[src/rtl/max7219_pkg.sv]
// Shared definitions for the dual MAX7219 LED-matrix driver.
// Holds the chip register map, the power-up command ROM and the helper
// that packs an address/data pair into the 16-bit MAX7219 command format.
package max7219_pkg;

    // MAX7219 register addresses
    localparam logic [3:0] REG_NOOP      = 4'h0;
    localparam logic [3:0] REG_DIGIT0    = 4'h1;
    localparam logic [3:0] REG_DIGIT1    = 4'h2;
    localparam logic [3:0] REG_DIGIT2    = 4'h3;
    localparam logic [3:0] REG_DIGIT3    = 4'h4;
    localparam logic [3:0] REG_DIGIT4    = 4'h5;
    localparam logic [3:0] REG_DIGIT5    = 4'h6;
    localparam logic [3:0] REG_DIGIT6    = 4'h7;
    localparam logic [3:0] REG_DIGIT7    = 4'h8;
    localparam logic [3:0] REG_DECODE    = 4'h9;
    localparam logic [3:0] REG_INTENSITY = 4'hA;
    localparam logic [3:0] REG_SCANLIMIT = 4'hB;
    localparam logic [3:0] REG_SHUTDOWN  = 4'hC;
    localparam logic [3:0] REG_TEST      = 4'hF;

    localparam int INIT_LEN = 5;
    localparam int ROWS     = 8;

    typedef struct packed {
        logic [3:0] addr;
        logic [7:0] data;
    } max7219_cmd_t;

    // {4'h0, addr, data}, transmitted MSB first
    function automatic logic [15:0] pack_cmd(input logic [3:0] addr, input logic [7:0] data);
        return {4'h0, addr, data};
    endfunction

    // Power-up command ROM; every entry goes to both chips unchanged.
    function automatic max7219_cmd_t init_cmd(input logic [2:0] idx, input logic [3:0] intensity);
        max7219_cmd_t c;
        c = '{addr: REG_SHUTDOWN, data: 8'h01};
        case (idx)
            3'd0:    c = '{addr: REG_TEST,      data: 8'h00};
            3'd1:    c = '{addr: REG_SCANLIMIT, data: 8'h07};
            3'd2:    c = '{addr: REG_DECODE,    data: 8'h00};
            3'd3:    c = '{addr: REG_INTENSITY, data: {4'h0, intensity}};
            default: c = '{addr: REG_SHUTDOWN,  data: 8'h01};
        endcase
        return c;
    endfunction

    // Row index 0..7 -> digit register 1..8
    function automatic logic [3:0] digit_addr(input logic [2:0] row);
        logic [3:0] a;
        a = REG_NOOP;
        case (row)
            3'd0: a = REG_DIGIT0;
            3'd1: a = REG_DIGIT1;
            3'd2: a = REG_DIGIT2;
            3'd3: a = REG_DIGIT3;
            3'd4: a = REG_DIGIT4;
            3'd5: a = REG_DIGIT5;
            3'd6: a = REG_DIGIT6;
            3'd7: a = REG_DIGIT7;
            default: a = REG_NOOP;
        endcase
        return a;
    endfunction

endpackage

[src/rtl/max7219_display_dual_if.sv]
// Write-only 3-wire serial link to the MAX7219 chain.
//   sck  : serial clock, idle low
//   mosi : serial data, MSB first, sampled by the chip on sck rising
//   cs   : load / chip select, active low; chip latches on its rising edge
interface max7219_display_dual_if;
    logic sck;
    logic mosi;
    logic cs;

    modport master (output sck, output mosi, output cs);
    modport slave  (input  sck, input  mosi, input  cs);
endinterface

[src/rtl/max7219_spi_tx.sv]
// 32-bit serial transmitter for a two-chip MAX7219 chain.
// Ports:
//   clk, rst_n : clock, synchronous active-low reset
//   start      : a word is available; accepted when idle or in the last gap cycle
//   word       : 32-bit word, bit 31 first
//   sck/mosi/cs: serial link outputs (registered)
//   done       : high in the last gap cycle of a transaction
// Frame: LOAD (1) + 32 bits x (CLK_DIV low + CLK_DIV high) + TAIL (CLK_DIV) + GAP (CLK_DIV).
module max7219_spi_tx #(
    parameter int CLK_DIV = 4
) (
    input  logic        clk,
    input  logic        rst_n,
    input  logic        start,
    input  logic [31:0] word,
    output logic        sck,
    output logic        mosi,
    output logic        cs,
    output logic        done
);

    localparam int              CW       = (CLK_DIV > 1) ? $clog2(CLK_DIV) : 1;
    localparam logic [CW-1:0]   CNT_LAST = CW'(CLK_DIV - 1);

    localparam logic [2:0] PH_IDLE  = 3'd0;
    localparam logic [2:0] PH_LOAD  = 3'd1;
    localparam logic [2:0] PH_SHIFT = 3'd2;
    localparam logic [2:0] PH_TAIL  = 3'd3;
    localparam logic [2:0] PH_GAP   = 3'd4;

    logic [2:0]    ph;
    logic [CW-1:0] cnt;
    logic [4:0]    bit_left;
    logic [31:0]   shreg;
    logic          cnt_end;

    assign cnt_end = (cnt == CNT_LAST);
    assign done    = (ph == PH_GAP) && cnt_end;

    always_ff @(posedge clk) begin
        if (!rst_n) begin
            ph       <= PH_IDLE;
            cnt      <= '0;
            bit_left <= '0;
            cs       <= 1'b1;
            sck      <= 1'b0;
            mosi     <= 1'b0;
        end else begin
            case (ph)
                PH_IDLE: begin
                    if (start) begin
                        ph   <= PH_LOAD;
                        cs   <= 1'b0;
                        mosi <= word[31];
                    end
                end
                PH_LOAD: begin
                    ph       <= PH_SHIFT;
                    cnt      <= '0;
                    bit_left <= 5'd31;
                end
                PH_SHIFT: begin
                    if (cnt_end) begin
                        cnt <= '0;
                        if (!sck) begin
                            sck <= 1'b1;
                        end else begin
                            // Falling sck starts the next low phase; data moves only here.
                            sck <= 1'b0;
                            if (bit_left == 5'd0) begin
                                ph <= PH_TAIL;
                            end else begin
                                bit_left <= bit_left - 5'd1;
                                mosi     <= shreg[30];
                            end
                        end
                    end else begin
                        cnt <= cnt + 1'b1;
                    end
                end
                PH_TAIL: begin
                    if (cnt_end) begin
                        cnt <= '0;
                        ph  <= PH_GAP;
                        cs  <= 1'b1;
                    end else begin
                        cnt <= cnt + 1'b1;
                    end
                end
                PH_GAP: begin
                    if (cnt_end) begin
                        cnt <= '0;
                        // Chain straight into the next word so transactions run back-to-back.
                        if (start) begin
                            ph   <= PH_LOAD;
                            cs   <= 1'b0;
                            mosi <= word[31];
                        end else begin
                            ph <= PH_IDLE;
                        end
                    end else begin
                        cnt <= cnt + 1'b1;
                    end
                end
                default: ph <= PH_IDLE;
            endcase
        end
    end

    // Shift data path carries no reset; it is reloaded with every accepted word.
    always_ff @(posedge clk) begin
        if (((ph == PH_IDLE) || done) && start) begin
            shreg <= word;
        end else if ((ph == PH_SHIFT) && cnt_end && sck && (bit_left != 5'd0)) begin
            shreg <= {shreg[30:0], 1'b0};
        end
    end

endmodule

[src/rtl/max7219_display_dual.sv]
// Continuous refresh driver for two daisy-chained MAX7219 8x8 matrices.
// After reset it sends the five-command init sequence once, then refreshes
// rows 1..8 of both displays forever from a per-frame snapshot of pixels.
// Ports:
//   clk, rst_n : clock, synchronous active-low reset
//   pixels     : [127:64] display 0 (nearest MOSI), [63:0] display 1
//   bus        : serial link (sck, mosi, cs), master side
//   finish     : one-cycle pulse in the last cycle of every row-8 transaction
module max7219_display_dual
    import max7219_pkg::*;
#(
    parameter int         CLK_DIV   = 4,
    parameter logic [3:0] INTENSITY = 4'h7
) (
    input  logic                          clk,
    input  logic                          rst_n,
    input  logic [127:0]                  pixels,
    max7219_display_dual_if.master        bus,
    output logic                          finish
);

    localparam logic [1:0] ST_IDLE = 2'd0;
    localparam logic [1:0] ST_INIT = 2'd1;
    localparam logic [1:0] ST_ROW  = 2'd2;

    // state/idx describe the transaction currently on the wire.
    // In ST_ROW, idx holds the row number minus one.
    logic [1:0]   state, nxt_state;
    logic [2:0]   idx, nxt_idx;
    logic         advance;
    logic         new_frame;
    logic         tx_done;
    logic [31:0]  tx_word;
    logic [127:0] snap;
    logic [127:0] src;
    logic [7:0]   d0, d1;
    logic [3:0]   row_addr;
    max7219_cmd_t cmd;
    logic         tx_sck, tx_mosi, tx_cs;

    function automatic logic [7:0] byte_at(input logic [127:0] v, input logic [3:0] b);
        return v[{b, 3'b000} +: 8];
    endfunction

    assign advance   = (state == ST_IDLE) || tx_done;
    assign new_frame = (nxt_state == ST_ROW) && (nxt_idx == 3'd0);

    always_comb begin
        nxt_state = state;
        nxt_idx   = idx;
        case (state)
            ST_IDLE: begin
                nxt_state = ST_INIT;
                nxt_idx   = 3'd0;
            end
            ST_INIT: begin
                if (idx == 3'(INIT_LEN - 1)) begin
                    nxt_state = ST_ROW;
                    nxt_idx   = 3'd0;
                end else begin
                    nxt_idx = idx + 3'd1;
                end
            end
            ST_ROW: begin
                nxt_idx = idx + 3'd1;   // row 8 wraps to row 1
            end
            default: begin
                nxt_state = ST_IDLE;
                nxt_idx   = 3'd0;
            end
        endcase
    end

    // Row 1 reads pixels directly: snap is loaded on that same edge, so the
    // whole frame (rows 1..8) sees one consistent image.
    always_comb begin
        cmd      = init_cmd(nxt_idx, INTENSITY);
        src      = new_frame ? pixels : snap;
        d0       = byte_at(src, 4'd15 - {1'b0, nxt_idx});
        d1       = byte_at(src, 4'd7  - {1'b0, nxt_idx});
        row_addr = digit_addr(nxt_idx);
        if (nxt_state == ST_ROW) begin
            // Display 1's command goes first so it shifts through to the far chip.
            tx_word = {pack_cmd(row_addr, d1), pack_cmd(row_addr, d0)};
        end else begin
            tx_word = {pack_cmd(cmd.addr, cmd.data), pack_cmd(cmd.addr, cmd.data)};
        end
    end

    always_ff @(posedge clk) begin
        if (!rst_n) begin
            state <= ST_IDLE;
            idx   <= 3'd0;
        end else if (advance) begin
            state <= nxt_state;
            idx   <= nxt_idx;
        end
    end

    always_ff @(posedge clk) begin
        if (advance && new_frame) begin
            snap <= pixels;
        end
    end

    assign finish = tx_done && (state == ST_ROW) && (idx == 3'(ROWS - 1));

    max7219_spi_tx #(
        .CLK_DIV (CLK_DIV)
    ) u_tx (
        .clk   (clk),
        .rst_n (rst_n),
        .start (advance),
        .word  (tx_word),
        .sck   (tx_sck),
        .mosi  (tx_mosi),
        .cs    (tx_cs),
        .done  (tx_done)
    );

    assign bus.sck  = tx_sck;
    assign bus.mosi = tx_mosi;
    assign bus.cs   = tx_cs;

endmodule

[src/flat_wrapper.sv]
// flat-port wrapper written by rule: the top's interface ports become plain ports
module max7219_display_dual_flat import max7219_pkg::*;
#(
    parameter int         CLK_DIV   = 4,
    parameter logic [3:0] INTENSITY = 4'h7
)
  (clk, rst_n, pixels, finish, bus_sck, bus_mosi, bus_cs);
  max7219_display_dual_if bus_i ();
  input  logic clk;
  input  logic rst_n;
  input  logic [127:0] pixels;
  output logic finish;
  output wire logic [$bits(bus_i.sck)-1:0] bus_sck;
  output wire logic [$bits(bus_i.mosi)-1:0] bus_mosi;
  output wire logic [$bits(bus_i.cs)-1:0] bus_cs;
  assign bus_sck = bus_i.sck;
  assign bus_mosi = bus_i.mosi;
  assign bus_cs = bus_i.cs;
  max7219_display_dual #(.CLK_DIV(CLK_DIV), .INTENSITY(INTENSITY)) u_core (.clk(clk), .rst_n(rst_n), .pixels(pixels), .bus(bus_i), .finish(finish));
endmodule
[config.mk]
export PLATFORM = sky130hd
export DESIGN_NAME = max7219_display_dual_flat
export DESIGN_NICKNAME = d
export VERILOG_FILES = /design/src/rtl/max7219_pkg.sv /design/src/rtl/max7219_display_dual_if.sv /design/src/rtl/max7219_spi_tx.sv /design/src/rtl/max7219_display_dual.sv /design/src/flat_wrapper.sv
export SDC_FILE = /design/constraint.sdc
export NUM_CORES = 1
export LEC_CHECK = 0
export CORE_MARGIN = 2
export CORE_UTILIZATION = 25
export CTS_CLUSTER_DIAMETER = 80
export CTS_CLUSTER_SIZE = 28
export DETAILED_ROUTE_END_ITERATION = 12
export PLACE_DENSITY = 0.52
export REMOVE_ABC_BUFFERS = 1
export SLEW_MARGIN = 20
export SYNTH_ARGS = -nofsm -noshare
export SYNTH_HDL_FRONTEND = slang
export SYNTH_SLANG_ARGS = --single-unit
export TNS_END_PERCENT = 20
[constraint.sdc]
create_clock -name clk -period 20.9 [get_ports clk]
set_input_delay 4.18 -clock clk [delete_from_list [all_inputs] [get_ports clk]]
set_output_delay 4.18 -clock clk [all_outputs]
set_load 0.01 [all_outputs]
==> impl_metrics.ini <==
[logic_synthesis]
ys_warn_count = 0
syn_area_mm2 = 0.00818
netlist_instances = 720
yosysTopAreaCell = edfxtp_1
ys_types = 51
ys_seq_area_frac = 0.628
yosysTopAreaCellShare = 0.584
ys_async_sr_fraction = 0
avgSynthCellArea_um2 = 11.4
synth-edff-count = 159
ys.flop_type = edfxtp_1
synth.area.top_cells = edfxtp_1, nand2_1, dfxtp_1, mux2i_1, a21oi_1
synth_seq_cells = 177

[layout]
diodes = 0
synthToLayoutAreaGrowth_pct = 28.3
layout_commonest_cell = nand2_1
drive_above_1_share = 0.0643
layout_common_cells = nand2_1, edfxtp_1, clkdlybuf4s50_1
fin_cells = 1298
nets = 987
fillers = 3332
final_util = 0.324

[floorplan]
coreArea_mm2 = 0.0324
die_h_um = 185
die_width_um = 185
die-area_mm2 = 0.0342
rows = 66
start_util = 0.253
ios = 134

[cts]
cts_max_level = 4
post_cts_resized = 0
cts_buffer_depth = 2
cts_tree = yes
clk_pin_slew_ns = 0.07
clk_latency_ns = 0.44
cts_made_buffers = 17
cts_root_buf = clkbuf_16
cts.sinks = 177
hold_buffers = 0
post_cts_buffers = 0

[placement]
portBuffers = 133
place.gp.congestion = 0.766
dp.cells = 1266
hpwl_mm = 15.3

[pwr]
powerDensity_mw_per_mm2 = 75.7
ir_drop_mv = 0.0507
leakage_nw = 3.54

[routing]
vias = 6035
drtIter0Drc = 471
avgRoutedWirePerCell_um = 17.7
drc = 0
antenna_left = 0
viasPerCell = 4.65
drtPass1Iterations = 5
wirelength_mm = 23.0

[worst_setup_path]
worstSetupStartpointType = flop
crit_end = finish
crit_arrival_ns = 2.22
critPathMaxFanout = 10
path_class = flop to primary output
timing.rr.start = u_core.state[1]
worst-r2r-setup-slack_ns = 16.22
rr_worst_depth = 13
cp-end-kind = primary output
r2r-end = u_core.u_tx.shreg[19]
worstSetupStartpoint = u_core.u_tx.cnt[0]
crit_required_ns = 16.72

[grt]
grt_max_degree = 72
grt_pass1_vias = 5858
gr-usage-all-layers = 0.137
grt_overflow = 0
grt_antenna_before_repair = 1
grt_pass1_wl_mm = 35.2

[timing]
slew_violations = 0
fin_crit_ns = 6.40
timing_hold_violations_final = 0
skew_ns = 0.0142
timing.hold.ws_ns = 0.469
fmax_ghz = 0.156
finalCritPeriodShare = 0.306
setup_viol = 0
slew_headroom = 0.275
tightest_slew_ns = 1.08
rsz0062_at_grt = false
setup_tns_ns = 0

[hold_path]
hold_path.class = flop to flop

[flow_run]
cap_violations = 0

[run_status]
status = complete, no violations
[metal layers]
layer  track usage  vias up  routed length (um)
li1              -     2923                   -
met1         0.184     2968               10700
met2         0.222      122               11100
met3        0.0271       22                 856
met4        0.0444        0                 376
met5             0        -                   0
[how the worst min path moves through the flow]
stage	start	end	slack, ns	cells after the start
after floorplan	u_core.u_tx.bit_left[4]	u_core.u_tx.bit_left[4]	0.48	2
after CTS	u_core.u_tx.cs	u_core.u_tx.cs	0.48	1
final	u_core.u_tx.cs	u_core.u_tx.cs	0.47	1
after detailed placement	u_core.u_tx.cs	u_core.u_tx.cs	0.46	1
after global routing	u_core.u_tx.cs	u_core.u_tx.cs	0.50	1
after global placement	u_core.u_tx.cs	u_core.u_tx.cs	0.46	1
[kinds of logic (layout without fill, tap and decap cells)]
family                   after synthesis  count (layout)  share of synthesized area
AO/OA/AOI/OAI                        142             142                      0.116
adder cells (fa/ha/maj)               14              14                     0.0214
AND/OR/NAND/NOR                      295             295                      0.155
buffers and inverters                 53             189                     0.0294
flip-flops                           177             177                      0.628
XOR/XNOR                               3               3                    0.00321
multiplexers                          36              36                     0.0467
[synth_stat cells (2+ instances only)]
library cell / n
a31oi_1: 15
o21ai_0: 7
and2_1: 8
and3_1: 4
o22ai_1: 13
a221oi_1: 2
nor3_1: 3
a221o_1: 16
buf_1: 8
edfxtp_1: 159
nor2_1: 37
mux2i_1: 25
nand2_1: 175
ha_1: 14
o2111ai_1: 11
clkbuf_1: 18
nand3_1: 42
xor2_1: 3
nor4_1: 10
mux2_4: 2
a21oi_1: 46
inv_1: 14
o211ai_1: 6
nor2_2: 2
nor2b_1: 3
nor4b_1: 2
nand4_1: 4
o21ai_1: 10
a211o_1: 2
a32oi_1: 3
dfxtp_1: 18
buf_2: 9
mux2_2: 8
buf_6: 4
[state kept, by name, summed over array words and instances (netlist names)]
register              count
u_core.u_tx.cs            1
u_core.u_tx.sck           1
u_core.u_tx.ph            3
u_core.u_tx.bit_left      5
u_core.u_tx.mosi          1
u_core.state              2
u_core.u_tx.cnt           2
u_core.snap             128
u_core.u_tx.shreg        31
u_core.idx                3
[where the power goes]
| part | internal [W] | leakage (nW) | switching (W) | total [W] |
|---|---|---|---|---|
| combinational | 0.0000389 | 1.67 | 0.0000413 | 0.0000802 |
| sequential | 0.000405 | 1.60 | 0.00000695 | 0.000412 |
| clock | 0.000160 | 0.270 | 0.000143 | 0.000303 |
[worst max-delay path, cell delays in order, from the launching register on]
cell and delay [ns]:
dfxtp_1 0.37, ha_1 0.36, and3_1 0.28, and3_1 0.22, clkdlybuf4s50_1 0.55
[cell type report]
class	count	area, um2	share of cell area
Sequential cell	177	5130	0.489
Inverter	14	52.6	0.00501
Timing Repair Buffer	143	1410	0.134
Clock inverter	11	75.1	0.00715
Clock buffer	21	462	0.0440
Tap cell	442	553	0.0527
Multi-Input combinational cell	490	2810	0.268
[through the flow]
step / setup slack, ns / power [W] / instance area, um2
after floorplan: 10.91 / 0.000454 / 7990
after global placement: 15.02 / 0.000500 / 9960
after detailed placement: 14.96 / 0.000501 / 9960
after CTS: 14.48 / 0.000805 / 10500
after global routing: 14.37 / 0.000828 / 10500
final: 14.50 / 0.000795 / 10500
Power figures use the tool's default switching activity.
